### src/rtl/lsu_dtag_pkg.sv
// Shared constants, log-FSM state type and chunk-count helper for the L1D tag parity checker.
package lsu_dtag_pkg;

  localparam int CHUNK_W = 8;

  typedef enum logic {
    LOG_IDLE   = 1'b0,
    LOG_LOGGED = 1'b1
  } log_state_t;

  function automatic int chunk_cnt(input int bits);
    return (bits + CHUNK_W - 1) / CHUNK_W;
  endfunction

endpackage

### src/rtl/lsu_dtag_way_par.sv
// Single-way parity generator: one XOR reduction per 8-bit chunk, the last chunk partial.
module lsu_dtag_way_par
  import lsu_dtag_pkg::*;
#(
  parameter int BITS = 30
) (
  input  logic [BITS-1:0]             data,
  output logic [chunk_cnt(BITS)-1:0]  chunk_par
);

  localparam int NCH = chunk_cnt(BITS);

  for (genvar c = 0; c < NCH; c++) begin : g_chunk
    localparam int LO = c * CHUNK_W;
    localparam int CW = ((BITS - LO) < CHUNK_W) ? (BITS - LO) : CHUNK_W;
    assign chunk_par[c] = ^data[LO +: CW];
  end

endmodule

### src/rtl/lsu_dtag_pchk.sv
// L1D tag parity checker (M -> G), diagnostic tag read (M -> G -> W2) and error log.
// Optional error injection on the parity bit is enabled by defining LSU_DTAG_ERR_INJ_EN.
module lsu_dtag_pchk
  import lsu_dtag_pkg::*;
#(
  parameter int WAYS   = 4,
  parameter int TAG_W  = 29,
  parameter int WAY_IW = $clog2(WAYS)
) (
  input  logic                       rclk,
  input  logic                       reset,
  input  logic [WAYS*(TAG_W+1)-1:0]  dtag_rdata_m,
  input  logic [WAYS-1:0]            dva_vld_m,
  input  logic                       tag_rd_vld_m,
  input  logic [WAYS-1:0]            lsu_dtag_rsel_m,
  input  logic                       diag_rd_req_m,
  input  logic                       err_log_clr,
`ifdef LSU_DTAG_ERR_INJ_EN
  input  logic                       err_inj_en,
  input  logic [WAYS-1:0]            err_inj_way,
`endif
  output logic [WAYS-1:0]            lsu_rd_dtag_parity_g,
  output logic                       lsu_dtag_perr_vld_g,
  output logic [TAG_W+1:0]           diag_rdata_w2,
  output logic                       diag_rdata_vld_w2,
  output logic                       err_log_vld,
  output logic [WAY_IW-1:0]          err_log_way,
  output logic [TAG_W:0]             err_log_tag,
  output logic                       err_log_multi,
  output logic [7:0]                 err_cnt
);

  localparam int SLICE_W = TAG_W + 1;
  localparam int NCH     = chunk_cnt(SLICE_W);

  logic [SLICE_W-1:0] slice_m  [WAYS];
  logic [SLICE_W-1:0] par_in_m [WAYS];
  logic [NCH-1:0]     chunk_m  [WAYS];
  logic [TAG_W+1:0]   diag_m;

  logic [NCH-1:0]     chunk_g  [WAYS];
  logic [SLICE_W-1:0] slice_g  [WAYS];
  logic [WAYS-1:0]    vld_g;
  logic               tag_rd_vld_g;
  logic [TAG_W+1:0]   diag_g;
  logic               diag_vld_g;

  log_state_t         state, nxt_state;
  logic               cap, set_multi;
  logic [WAY_IW-1:0]  low_way;
  logic [SLICE_W-1:0] low_tag;

  // ---- M stage: slice, optional injection, chunk parity, diagnostic select
  always_comb begin
    for (int w = 0; w < WAYS; w++) begin
      slice_m[w]  = dtag_rdata_m[w*SLICE_W +: SLICE_W];
      par_in_m[w] = slice_m[w];
`ifdef LSU_DTAG_ERR_INJ_EN
      par_in_m[w][TAG_W] = slice_m[w][TAG_W] ^ (err_inj_en & tag_rd_vld_m & err_inj_way[w]);
`endif
    end
  end

  for (genvar w = 0; w < WAYS; w++) begin : g_way
    lsu_dtag_way_par #(.BITS(SLICE_W)) u_par (
      .data      (par_in_m[w]),
      .chunk_par (chunk_m[w])
    );
  end

  // Lowest selected way wins when the select is not one-hot.
  always_comb begin
    diag_m = '0;
    for (int w = WAYS - 1; w >= 0; w--) begin
      if (lsu_dtag_rsel_m[w]) diag_m = {slice_m[w], dva_vld_m[w]};
    end
  end

  // ---- M -> G
  always_ff @(posedge rclk) begin
    if (reset) begin
      for (int w = 0; w < WAYS; w++) begin
        chunk_g[w] <= '0;
        slice_g[w] <= '0;
      end
      vld_g        <= '0;
      tag_rd_vld_g <= 1'b0;
      diag_g       <= '0;
      diag_vld_g   <= 1'b0;
    end else begin
      for (int w = 0; w < WAYS; w++) begin
        chunk_g[w] <= chunk_m[w];
        slice_g[w] <= slice_m[w];
      end
      vld_g        <= dva_vld_m;
      tag_rd_vld_g <= tag_rd_vld_m;
      diag_g       <= diag_m;
      diag_vld_g   <= diag_rd_req_m;
    end
  end

  // ---- G stage: parity check and lowest erring way
  always_comb begin
    for (int w = 0; w < WAYS; w++) begin
      lsu_rd_dtag_parity_g[w] = (^chunk_g[w]) & vld_g[w] & tag_rd_vld_g;
    end
  end

  assign lsu_dtag_perr_vld_g = |lsu_rd_dtag_parity_g;

  always_comb begin
    low_way = '0;
    low_tag = '0;
    for (int w = WAYS - 1; w >= 0; w--) begin
      if (lsu_rd_dtag_parity_g[w]) begin
        low_way = WAY_IW'(w);
        low_tag = slice_g[w];
      end
    end
  end

  // ---- G -> W2
  always_ff @(posedge rclk) begin
    if (reset) begin
      diag_rdata_w2     <= '0;
      diag_rdata_vld_w2 <= 1'b0;
    end else begin
      diag_rdata_w2     <= diag_g;
      diag_rdata_vld_w2 <= diag_vld_g;
    end
  end

  // ---- Error log FSM
  always_comb begin
    nxt_state = state;
    cap       = 1'b0;
    set_multi = 1'b0;
    if (err_log_clr) begin
      nxt_state = lsu_dtag_perr_vld_g ? LOG_LOGGED : LOG_IDLE;
      cap       = lsu_dtag_perr_vld_g;
    end else begin
      case (state)
        LOG_IDLE: begin
          if (lsu_dtag_perr_vld_g) begin
            nxt_state = LOG_LOGGED;
            cap       = 1'b1;
          end
        end
        LOG_LOGGED: set_multi = lsu_dtag_perr_vld_g;
        default:    nxt_state = LOG_IDLE;
      endcase
    end
  end

  always_ff @(posedge rclk) begin
    if (reset) begin
      state         <= LOG_IDLE;
      err_log_way   <= '0;
      err_log_tag   <= '0;
      err_log_multi <= 1'b0;
      err_cnt       <= 8'd0;
    end else begin
      state <= nxt_state;
      if (cap) begin
        err_log_way <= low_way;
        err_log_tag <= low_tag;
      end
      if (err_log_clr)    err_log_multi <= 1'b0;
      else if (set_multi) err_log_multi <= 1'b1;
      if (err_log_clr)
        err_cnt <= lsu_dtag_perr_vld_g ? 8'd1 : 8'd0;
      else if (lsu_dtag_perr_vld_g && err_cnt != 8'd255)
        err_cnt <= err_cnt + 8'd1;
    end
  end

  assign err_log_vld = (state == LOG_LOGGED);

endmodule

### config.mk
export PLATFORM = sky130hd
export DESIGN_NAME = lsu_dtag_pchk
export DESIGN_NICKNAME = d
export VERILOG_FILES = /design/src/rtl/lsu_dtag_pkg.sv /design/src/rtl/lsu_dtag_way_par.sv /design/src/rtl/lsu_dtag_pchk.sv
export SDC_FILE = /design/constraint.sdc
export NUM_CORES = 1
export LEC_CHECK = 0
export BUFFER_PORTS_ARGS = -buffer_cell sky130_fd_sc_hd__buf_2
export CAP_MARGIN = 20
export CORE_MARGIN = 2
export CORE_UTILIZATION = 40
export CTS_CLUSTER_DIAMETER = 40
export CTS_CLUSTER_SIZE = 40
export DETAILED_ROUTE_END_ITERATION = 10
export PLACE_DENSITY_LB_ADDON = 0.15
export RECOVER_POWER = 100
export SETUP_SLACK_MARGIN = 0.4
export SYNTH_ARGS = -nofsm -noshare
export SYNTH_HDL_FRONTEND = slang
export SYNTH_SLANG_ARGS = --single-unit
### constraint.sdc
create_clock -name rclk -period 5.5 [get_ports rclk]
set_clock_uncertainty 0.1 [all_clocks]
set_input_delay 0.55 -clock rclk [delete_from_list [all_inputs] [get_ports rclk]]
set_output_delay 0.55 -clock rclk [all_outputs]
set_load 0.03 [all_outputs]
==> results.cfg <==
[status]
status = finished, violations left
failed_checks = capacitance limit, slew limit

[clock_tree]
clock_latency_ns = 0.51
ctsRootBufferMaster = clkbuf_16
post_cts_buffers = 0
postCtsHoldBufs = 0
clk_path_buf_depth = 3
clkTransAtPathRegs_ns = 0.05
cts.sinks = 247
cts-buffers-inserted = 38
cts_resized = 0
htreeDepth = 2
cts_tree = built

[layout]
fillers = 2288
fin_nets = 1334
drive_above_1_share_pct = 17.69
final_core_util_pct = 51.53
area_growth_syn_to_layout_pct = 25.81

[timing]
report.final.slew_viol_count = 274
tns_ns = 0
rsz0062_at_grt = no
fin_crit_sh_pct = 80.27
slew_headroom_pct = -93.91
max_freq_mhz = 226.5
final-setup-viol-count = 0
max_slew.worst_pin.slew_ns = 2.898
fin_crit_ns = 4.415
finalHoldViolCount = 0

[yosys]
syn_avg_cell_area_um2 = 9.567
syn_nets = 1145
synth_largest_area_cell = dfxtp_1
synthDominantCellAreaShare_pct = 51.13
ys_types = 37
synth_area_leaders = dfxtp_1 51%, nor2b_1 12%, xnor2_1 8.1%, nand3_1 5.0%, a21oi_1 3.7%
synth_seq_cells = 247
ys_warn_count = 0
syn_area_um2 = 9672
synth_cells = 1011
ys_seq_area_share_pct = 51.13

[detailed_routing]
drc = 0
drt_pass1_iterations = 5
wl_um = 26040
ant_nets = 0
avgRoutedWirePerCell_um = 16.83
vias = 7662
vias_per_cell = 4.953
drt_iter0_drc = 405

[placement]
port_buffers = 211
hpwl_um = 16990
gp_congestion = 0.7802

[die]
die_x_um = 159.5
io-pin-count = 212
dieArea_um2 = 25440
row_count = 56
coreArea_um2 = 23610
initial_core_util_pct = 40.96
die_h_um = 159.5

[critical_path]
cpLargestDelayFamily = simple AND/OR/NAND/NOR gates
path_common_cell = xnor2_1
worstPathRequired_ns = 4.85
worst-path-buf-inv = 1
critPathLaunch = chunk_g[2][0]
endpoint_kind = output pin
max_stage_delay_ns = 2.14
crit_arrival_ns = 3.76
critical_path.startpoint_type = register
crit_type = register to output pin
crit_slowest_cell = nor2_1
critPathMaxFanout = 33
crit_chain = xnor2_1 -> xnor2_1 -> nor2_1 -> buf_2
regToRegStartpoint = chunk_g[2][0]

[hold_path]
min_from = diag_rd_req_m
hold_class = input pin to register

[grt]
grt_start_max_net_pins = 143
grt_use_total_pct = 20.13
grt_pass1_wl_um = 41430
antenna_found_initial = 1
grt_pass1_vias = 7691
gr-total-overflow = 0

[power]
ir_drop_mv = 0.1925
power_density_nw_per_um2 = 419.4
leakage_nw = 4.797

[job]
cap_viol_max_count = 5
through the flow:
step | setup slack [ns] | total power [mW] | hold WS (ns) | area, um2 | std cells
6_report | 1.085 | 5.104 | 0.1497 | 12170 | 1547
4_1_cts | 1.958 | 5.177 | 0.1373 | 12300 | 1546
2_1_floorplan | 3.433 | 2.432 | 0.3138 | 9672 | 1011
5_1_grt | 0.9632 | 5.302 | 0.1724 | 12170 | 1546
3_5_place_dp | 2.164 | 2.676 | 0.3212 | 10960 | 1479
3_3_place_gp | 2.280 | 2.671 | 0.3146 | 10950 | 1478
routing by layer:
layer | vias up | global-route usage (%) | wire length, um | part of all wire [%]
met4 | 0 | 5.661 | 524 | 2.0
met5 | - | 0 | 0 | 0
met2 | 240 | 32.07 | 11640 | 45
met1 | 3572 | 27.00 | 12040 | 46
li1 | 3807 | - | - | -
met3 | 43 | 5.210 | 1827 | 7.0
worst paths after layout:
check | cells after the start | to | slack, ns
max reg2reg | 7 | err_log_tag[15] | 1.25
max | 4 | lsu_rd_dtag_parity_g[2] | 1.09
min reg2reg | 1 | diag_rdata_w2[1] | 0.33
min | 2 | diag_vld_g | 0.15
synthesized netlist by cell type:
library cell,number
clkinv_1,1
o41ai_1,1
a41oi_1,1
or3b_1,1
nor3_1,33
and4b_1,1
a2bb2oi_2,1
or4_1,1
nor2b_1,192
inv_2,1
nand3_1,96
nand2_1,6
a21oi_2,1
a31oi_1,1
nor2_1,53
and2_1,1
buf_1,1
xor2_1,27
o21ai_0,3
clkbuf_1,63
buf_2,4
or2_2,1
a32o_1,30
and3_1,5
ha_1,1
a221oi_1,32
a21oi_1,71
a31o_2,1
nand2b_1,31
and3_4,1
dfxtp_1,247
a311oi_1,2
buf_4,3
inv_1,5
xnor2_1,89
a21o_1,2
o22ai_1,1
state kept, by name (all words and copies together), names as in the netlist:
name               cells
slice_g              120
err_log_tag           30
vld_g                  4
tag_rd_vld_g           1
err_log_multi          1
diag_rdata_vld_w2      1
err_log_way            2
chunk_g               16
diag_rdata_w2         31
diag_g                31
diag_vld_g             1
err_cnt                8
err_log_vld            1
cells in the final DEF, fill, tap and decap left out, drive strengths merged, types with 2 or more instances in the layout:
master | synthesis | final
xor2 | 27 | 27
nand2b | 31 | 31
and3 | 6 | 6
xnor2 | 89 | 89
clkinv | 1 | 8
clkbuf | 63 | 124
buf | 8 | 143
inv | 6 | 11
clkinvlp | 0 | 3
a21o | 2 | 2
nor2b | 192 | 192
nor3 | 33 | 33
a221oi | 32 | 32
a21oi | 72 | 72
nor2 | 53 | 53
nand3 | 96 | 96
a311oi | 2 | 2
o21ai | 3 | 3
dfxtp | 247 | 247
bufinv | 0 | 5
nand2 | 6 | 6
a32o | 30 | 30
where the power goes:
| part | internal (mW) | switching (mW) |
|---|---|---|
| sequential | 1.91 | 0.0359 |
| combinational | 0.269 | 0.405 |
| clock | 1.63 | 0.857 |
| total | 3.81 | 1.30 |
cells by family (layout without fill, tap and decap cells):
logic type      count (synthesis)  after routing  synth area share (%)
simple gates                  422            422                 24.23
flops                         247            247                 51.13
compound gates                147            147                 10.82
xor+xnor                      116            116                 10.50
buf+inv                        78            294                 3.195
fa+ha+maj                       1              1                0.1293
other cells                     0              1                     0
final cells by class:
type / instances / area [um2] / share of cell area, %
sequential: 247 / 4945 / 40.64
multi-input combinational: 686 / 4431 / 36.41
clock buffer: 47 / 1076 / 8.843
timing repair buffer: 220 / 1023 / 8.411
tap: 319 / 399.1 / 3.280
clock inverter: 20 / 265.3 / 2.180
inverter: 7 / 26.28 / 0.2159
antenna: 1 / 2.502 / 0.02057
Note: power is estimated with default switching activity, not from simulation.
